$ cat config.mk
export PLATFORM = sky130hd
export DESIGN_NAME = branch_unit
export DESIGN_NICKNAME = d
export VERILOG_FILES = /design/src/rtl/core_pkg.sv /design/src/rtl/branch_cmp.sv /design/src/rtl/branch_unit.sv
export SDC_FILE = /design/constraint.sdc
export NUM_CORES = 1
export LEC_CHECK = 0
export BUFFER_PORTS_ARGS = -buffer_cell sky130_fd_sc_hd__buf_2
export CAP_MARGIN = 20
export CORE_MARGIN = 3
export CORE_UTILIZATION = 44
export CTS_CLUSTER_DIAMETER = 80
export DETAILED_ROUTE_END_ITERATION = 16
export PLACE_DENSITY_LB_ADDON = 0.15
export SLEW_MARGIN = 20
export SYNTH_ARGS = -nofsm -noshare
export SYNTH_HDL_FRONTEND = slang
export SYNTH_SLANG_ARGS = --single-unit
$ cat constraint.sdc
create_clock -name clk -period 3.39 [get_ports clk]
set_clock_uncertainty 0.05 [all_clocks]
set_input_delay 0.678 -clock clk [delete_from_list [all_inputs] [get_ports clk]]
set_output_delay 0.678 -clock clk [all_outputs]
set_load 0.02 [all_outputs]
$ cat src/rtl/core_pkg.sv
// Shared core definitions: data width and RV32I branch funct3 encodings.
package core_pkg;

    localparam int XLEN = 32;

    localparam logic [2:0] F3_BEQ  = 3'b000;
    localparam logic [2:0] F3_BNE  = 3'b001;
    localparam logic [2:0] F3_BLT  = 3'b100;
    localparam logic [2:0] F3_BGE  = 3'b101;
    localparam logic [2:0] F3_BLTU = 3'b110;
    localparam logic [2:0] F3_BGEU = 3'b111;

endpackage

$ cat src/rtl/branch_cmp.sv
// Branch condition evaluator: compares rs1/rs2 as selected by funct3 and
// flags the two reserved funct3 encodings (010, 011).
module branch_cmp #(
    parameter int XLEN = 32
) (
    input  logic [2:0]      funct3,
    input  logic [XLEN-1:0] rs1_value,
    input  logic [XLEN-1:0] rs2_value,
    output logic            cond,
    output logic            reserved
);
    import core_pkg::*;

    logic eq_s;
    logic lt_s;
    logic ltu_s;
    logic cond_s;
    logic reserved_s;

    assign eq_s  = (rs1_value == rs2_value);
    assign lt_s  = ($signed(rs1_value) < $signed(rs2_value));
    assign ltu_s = (rs1_value < rs2_value);

    // Select the condition for the funct3 encoding; reserved encodings never branch.
    always_comb begin
        cond_s     = 1'b0;
        reserved_s = 1'b0;
        case (funct3)
            F3_BEQ:  cond_s = eq_s;
            F3_BNE:  cond_s = ~eq_s;
            F3_BLT:  cond_s = lt_s;
            F3_BGE:  cond_s = ~lt_s;
            F3_BLTU: cond_s = ltu_s;
            F3_BGEU: cond_s = ~ltu_s;
            default: begin
                cond_s     = 1'b0;
                reserved_s = 1'b1;
            end
        endcase
    end

    assign cond     = cond_s;
    assign reserved = reserved_s;

endmodule

$ cat src/rtl/branch_unit.sv
// Execute-stage branch unit: same-cycle decision and target for the PC mux,
// plus registered copies and debug statistics counters.
module branch_unit #(
    parameter int XLEN  = 32,
    parameter int CNT_W = 32
) (
    input  logic             clk,
    input  logic             rst_n,
    input  logic             branch,
    input  logic [2:0]       funct3,
    input  logic [XLEN-1:0]  rs1_value,
    input  logic [XLEN-1:0]  rs2_value,
    input  logic [XLEN-1:0]  pc_current,
    input  logic [XLEN-1:0]  imm,
    output logic             take_branch,
    output logic [XLEN-1:0]  branch_target,
    output logic             branch_illegal,
    output logic             target_misaligned,
    output logic             take_branch_q,
    output logic [XLEN-1:0]  branch_target_q,
    output logic [CNT_W-1:0] branches_seen,
    output logic [CNT_W-1:0] branches_taken
);
    import core_pkg::*;

    logic             cond_s;
    logic             reserved_s;
    logic             take_s;
    logic             legal_branch_s;
    logic [XLEN-1:0]  target_s;
    logic             take_r;
    logic [XLEN-1:0]  target_r;
    logic [CNT_W-1:0] seen_r;
    logic [CNT_W-1:0] taken_r;

    branch_cmp #(
        .XLEN (XLEN)
    ) u_cmp (
        .funct3    (funct3),
        .rs1_value (rs1_value),
        .rs2_value (rs2_value),
        .cond      (cond_s),
        .reserved  (reserved_s)
    );

    // Target wraps modulo 2^XLEN; it is computed even when no branch is present.
    assign target_s       = pc_current + imm;
    assign take_s         = branch & cond_s;
    assign legal_branch_s = branch & ~reserved_s;

    assign take_branch       = take_s;
    assign branch_target     = target_s;
    assign branch_illegal    = branch & reserved_s;
    // Misalignment is reported but does not veto the redirect; the trap logic decides.
    assign target_misaligned = take_s & (target_s[1:0] != 2'b00);

    // Capture decision/target every cycle and count legal and taken branches (silent wrap).
    always_ff @(posedge clk or negedge rst_n) begin
        if (!rst_n) begin
            take_r   <= 1'b0;
            target_r <= {XLEN{1'b0}};
            seen_r   <= {CNT_W{1'b0}};
            taken_r  <= {CNT_W{1'b0}};
        end else begin
            take_r   <= take_s;
            target_r <= target_s;
            if (legal_branch_s) begin
                seen_r <= seen_r + {{(CNT_W-1){1'b0}}, 1'b1};
            end else begin
                seen_r <= seen_r;
            end
            if (take_s) begin
                taken_r <= taken_r + {{(CNT_W-1){1'b0}}, 1'b1};
            end else begin
                taken_r <= taken_r;
            end
        end
    end

    assign take_branch_q   = take_r;
    assign branch_target_q = target_r;
    assign branches_seen   = seen_r;
    assign branches_taken  = taken_r;

endmodule

### Word level (Yosys, flattened, before mapping)

Cells that the tools add are included.

| storage, ports and cells | value |
|---|---|
| register bits after elaboration | 97 |
| bits of input ports | 134 |

| cells by class | value |
|---|---|
| add/subtract/negate cells | 3 |
| $lt $le $gt $ge | 2 |
| eq/ne operators | 6 |
| multiplexer cells | 2 |
| bitwise gates (word level) | 7 |
| reduce and logical (&&, ||, !) cells | 3 |

Operator list:

| operator | number |
|---|---|
| $add A32 B1 Y32 const B | 2 |
| $lt A32 B32 Y1 | 2 |
| $add A32 B32 Y32 | 1 |
| $eq A32 B32 Y1 | 1 |
| $eq A3 B3 Y1 const B | 4 |
| $pmux W1 S6 | 1 |
| $reduce_or A6 Y1 | 1 |
| $and A1 B1 Y1 | 4 |
| $eq A3 B1 Y1 const B | 1 |
| $logic_not A3 Y1 | 1 |
| $not A1 Y1 | 3 |
| $reduce_bool A2 Y1 | 1 |
| $mux W1 | 1 |

### Logic depth before layout (Yosys ltp)

| logic depth | value |
|---|---|
| depth in word-level cells | 5 |
| gate-level depth with buffers | 14 |
| mapped depth without buffers | 13 |

### Modules after synthesis

A second synthesis with hierarchy kept.

| unflattened totals | value |
|---|---|
| cells, all modules | 677 |
| area, all modules | 6407.4 um^2 |

By module, submodules not included:

| module | instances | cells an instance | area an instance (um^2) | sequential area each (um^2) |
|---|---|---|---|---|
| branch_unit | 1 | 556 | 5536.6 | 2427.3 |
| branch_cmp | 1 | 121 | 870.8 | 0.0 |

### Worst setup path before layout

Ideal clock, no wire load.

| timing | value |
|---|---|
| path type | input to output |
| start point | input port pc_current[1] |
| end point | output port branch_target[31] |
| data arrival time | 3.025 ns |
| data required time | 2.662 ns |
| setup slack | -0.363 ns |
| cell stages on the path | 10 |
| path buffers | 0 |
| path through | ha_1 > a211oi_1 > o21ai_0 > o21ai_0 > o22ai_1 > o211ai_1 > a31oi_1 > a311oi_1 > a21oi_1 > xnor2_1 |

| between the ends | value |
|---|---|
| longest elaborated chain between the ends | 1 |

RTL lines:

| element | RTL line | source |
|---|---|---|
| start: declaration | branch_unit.sv:13 | `input logic [XLEN-1:0] pc_current,` |
| $add A32 B32 Y32 | branch_unit.sv:47 | `assign target_s = pc_current + imm;` |
| end: declaration | branch_unit.sv:16 | `output logic [XLEN-1:0] branch_target,` |

No other way between the ends.

### Worst setup path in the final report

| timing | value |
|---|---|
| start point | input port imm[17] |
| end point | output port branch_target[31] |

| between the ends | value |
|---|---|
| longest elaborated chain between the ends | 1 |

RTL lines:

| element | RTL line | source |
|---|---|---|
| start: declaration | branch_unit.sv:14 | `input logic [XLEN-1:0] imm,` |
| $add A32 B32 Y32 | branch_unit.sv:47 |  |

No other way between the ends.

==> flow_metrics.env <==
export IMPL_outcome="complete, but fails checks"
export IMPL_violations="negative setup slack"
export IMPL_combPwrFrac_pct=40.2
export IMPL_drive_gt1_share_pct=47.39
export IMPL_p_seq_share_pct=35.2
export IMPL_route_detailed_drc=0
export IMPL_cts_made_buffers=9
export IMPL_synth_edf_count=0
export IMPL_finalNetCount=1191
export IMPL_viasPerCell=5.220
export IMPL_async_flop_share_pct=100.0
export IMPL_max_freq_mhz=260.0
export IMPL_r2r_setup_slack_ps=820
export IMPL_crit_type="in -> out"
export IMPL_ys_ff_latch=97
export IMPL_grt_overflow_total=0
export IMPL_start_util_pct=45.38
export IMPL_power_density_nw_per_um2=433.7
export IMPL_avgSynthCellArea_um2=9.630
export IMPL_fin_ws_ps=-456.8
export IMPL_totalWireLength_um=18940
export IMPL_routed_via_count=6118
export IMPL_hold_viol=0
export IMPL_dr_pass1_iters=5
export IMPL_final_antenna_net_count=0
export IMPL_finalCriticalPeriod_ps=3847
export IMPL_hold_buffers=0
export IMPL_die_width_um=123.3
export IMPL_routedWlPerCell_um=16.16
export IMPL_p_sw_share_pct=37.68
export IMPL_fill_cells=1002
export IMPL_grt_pass1_wl_um=28860
export IMPL_min_delay_path_class="in -> async"
export IMPL_fin_crit_sh_pct=113.5
export IMPL_post_place_ws_ps=-457.0
export IMPL_path_max_fanout=6
export IMPL_final_common_cell="buf_2"
export IMPL_syn_area_um2=6057
export IMPL_p_clk_share_pct=24.6
export IMPL_critPathLaunchType="input port"
export IMPL_worstPathRequired_ps=2660
export IMPL_grt_pass1_vias=6260
export IMPL_synth_warnings=0
export IMPL_path_clk_slew_ps=70
export IMPL_insertion_delay_ps=340
export IMPL_place_gp_congestion=0.8560
export IMPL_grt_max_degree=69
export IMPL_p_leak_nw=4.840
export IMPL_synth_nets=829
export IMPL_ir_drop_v=0.0002602
export IMPL_antenna_found_initial=0
export IMPL_internal_power_mw=2.539
export IMPL_finalSetupViolCount=16
export IMPL_layout_common_cells="220 x buf_2, 104 x buf_4, 97 x dfrtp_1"
export IMPL_critPathArrivalTime_ps=3120
export IMPL_die_area_um2=15210
export IMPL_yosysSeqAreaShare_pct=40.07
export IMPL_dp_hpwl_um=14050
export IMPL_ctsLongestPathBuffers=2
export IMPL_ys_flop_type="dfrtp_1"
export IMPL_drt_iter0_drc=285
export IMPL_drv_cap=0
export IMPL_endpoint_kind="output port"
export IMPL_yosysUniqueCellTypes=53
export IMPL_cts_tree="done"
export IMPL_syn_to_final_growth_pct=55.09
export IMPL_rsz0062_at_grt="yes"
export IMPL_tns_ps=-2915
export IMPL_core_um2=13350
export IMPL_die_h_um=123.3
export IMPL_netlist_instances=629
export IMPL_p_sw_mw=1.535
export IMPL_diodes=0
export IMPL_track_usage_pct=23.78
export IMPL_root_buffer="clkbuf_16"
export IMPL_htreeDepth=3
export IMPL_slew_headroom_pct=41.47
export IMPL_slew_viol_final=0
export IMPL_cts_sinks=97
export IMPL_worst_slew_pin_slew_ps=878.0
export IMPL_rows=42
export IMPL_numPortBuffers=265
export IMPL_io_pins=266
==> flip-flops by register name (all words and copies together), names as in the netlist <==
register / cells
branch_target_q: 32
branches_seen: 32
branches_taken: 32
take_branch_q: 1
==> routing by layer <==
layer  global-route usage (%)  share of wire (%)  wire length (µm)  vias up
met5                        0                  0                 0        -
met4                    10.80                3.8               726        0
met3                    4.575                5.2               981       58
met2                    42.30                 52              9880      204
met1                    27.58                 39              7350     2940
li1                         -                  -                 -     2916
==> metrics by stage <==
step,power [mW],util (%),std cells,instance area (µm²),hold slack [ps]
2_1_floorplan,2.262,-,629,6237,332.4
3_3_place_gp,2.836,61.87,1135,8258,406.7
3_5_place_dp,2.862,61.87,1135,8258,430.9
4_1_cts,3.999,68.29,1158,9115,425.4
5_1_grt,4.302,70.38,1172,9394,450.7
6_report,4.075,70.38,1172,9394,411.5
==> final cells by class <==
class	instances	area, µm²	share of cell area (%)
clock inverters	7	63.81	0.6793
flip-flops and latches	97	2427	25.84
clock buffers	9	225.2	2.397
inverters	55	216.5	2.304
multi-input cells	474	4018	42.77
well taps	176	220.2	2.344
repair buffers	354	2223	23.67
==> worst paths after layout <==
kind	startpoint	depth (start not counted)	end
max	imm[17]	12	branch_target[31]
min	rst_n	1	branches_seen[15]
max reg2reg	branches_taken[3]	8	branches_taken[31]
min reg2reg	branches_seen[31]	1	branches_seen[31]
max in group asynchronous	rst_n	2	branch_target_q[24]
min in group clk	branches_seen[31]	1	branches_seen[31]
==> cells in the mapped netlist (4+ instances only) <==
| master | n | share of area (%) |
|---|---|---|
| dfrtp_1 | 97 | 40 |
| ha_1 | 65 | 13 |
| nand2_1 | 55 | 3.4 |
| inv_1 | 54 | 3.3 |
| xnor2_1 | 52 | 7.5 |
| nor2_1 | 43 | 2.7 |
| a21oi_1 | 42 | 3.5 |
| xor2_1 | 41 | 5.9 |
| o21ai_0 | 25 | 2.1 |
| nand3_1 | 22 | 1.8 |
| nand4_1 | 22 | 2.3 |
| nor3_1 | 12 | 0.99 |
| o211ai_1 | 9 | 1.1 |
| nor4_1 | 8 | 0.83 |
| a21o_1 | 7 | 0.87 |
| and3_1 | 6 | 0.62 |
| o21a_1 | 6 | 0.74 |
| nand2b_1 | 5 | 0.52 |
| nand3_2 | 5 | 0.83 |
| a211oi_1 | 4 | 0.50 |
| nor2b_1 | 4 | 0.41 |
==> power by group through the flow <==
stage / combinational, mW / clock, mW / sequential [mW]
6_report: 1.64 / 1.00 / 1.43
5_1_grt: 1.76 / 1.08 / 1.46
4_1_cts: 1.54 / 1.03 / 1.44
3_5_place_dp: 1.41 / 0 / 1.46
3_3_place_gp: 1.38 / 0 / 1.45
2_1_floorplan: 0.614 / 0 / 1.65
==> worst max-delay path, cell delays in order <==
cell and delay [ps]:
buf_6 100, ha_4 260, nand4_1 160, nor2_2 70
a221oi_2 330, o211ai_1 150, o211ai_1 310, a31oi_2 180
a311oi_2 380, a21oi_2 120, xnor2_2 210, buf_4 180
==> what timing repair did <==
action	CTS	global route
pin swaps	49	40
buffers inserted	8	14
resized for setup	92	42
setup endpoints to repair	23	23
==> cells by family (layout without fill, tap and decap cells) <==
kind of cell | after synthesis | in the layout | share of synthesized area [%]
AO/OA/AOI/OAI | 115 | 115 | 11.84
adder cells (fa/ha/maj) | 66 | 66 | 13.76
XOR/XNOR | 93 | 93 | 13.45
multiplexers | 3 | 3 | 0.6196
AND/OR/NAND/NOR | 197 | 197 | 16.46
buffers and inverters | 58 | 425 | 3.801
flip-flops | 97 | 97 | 40.07
(Power assumes the default switching activity.)
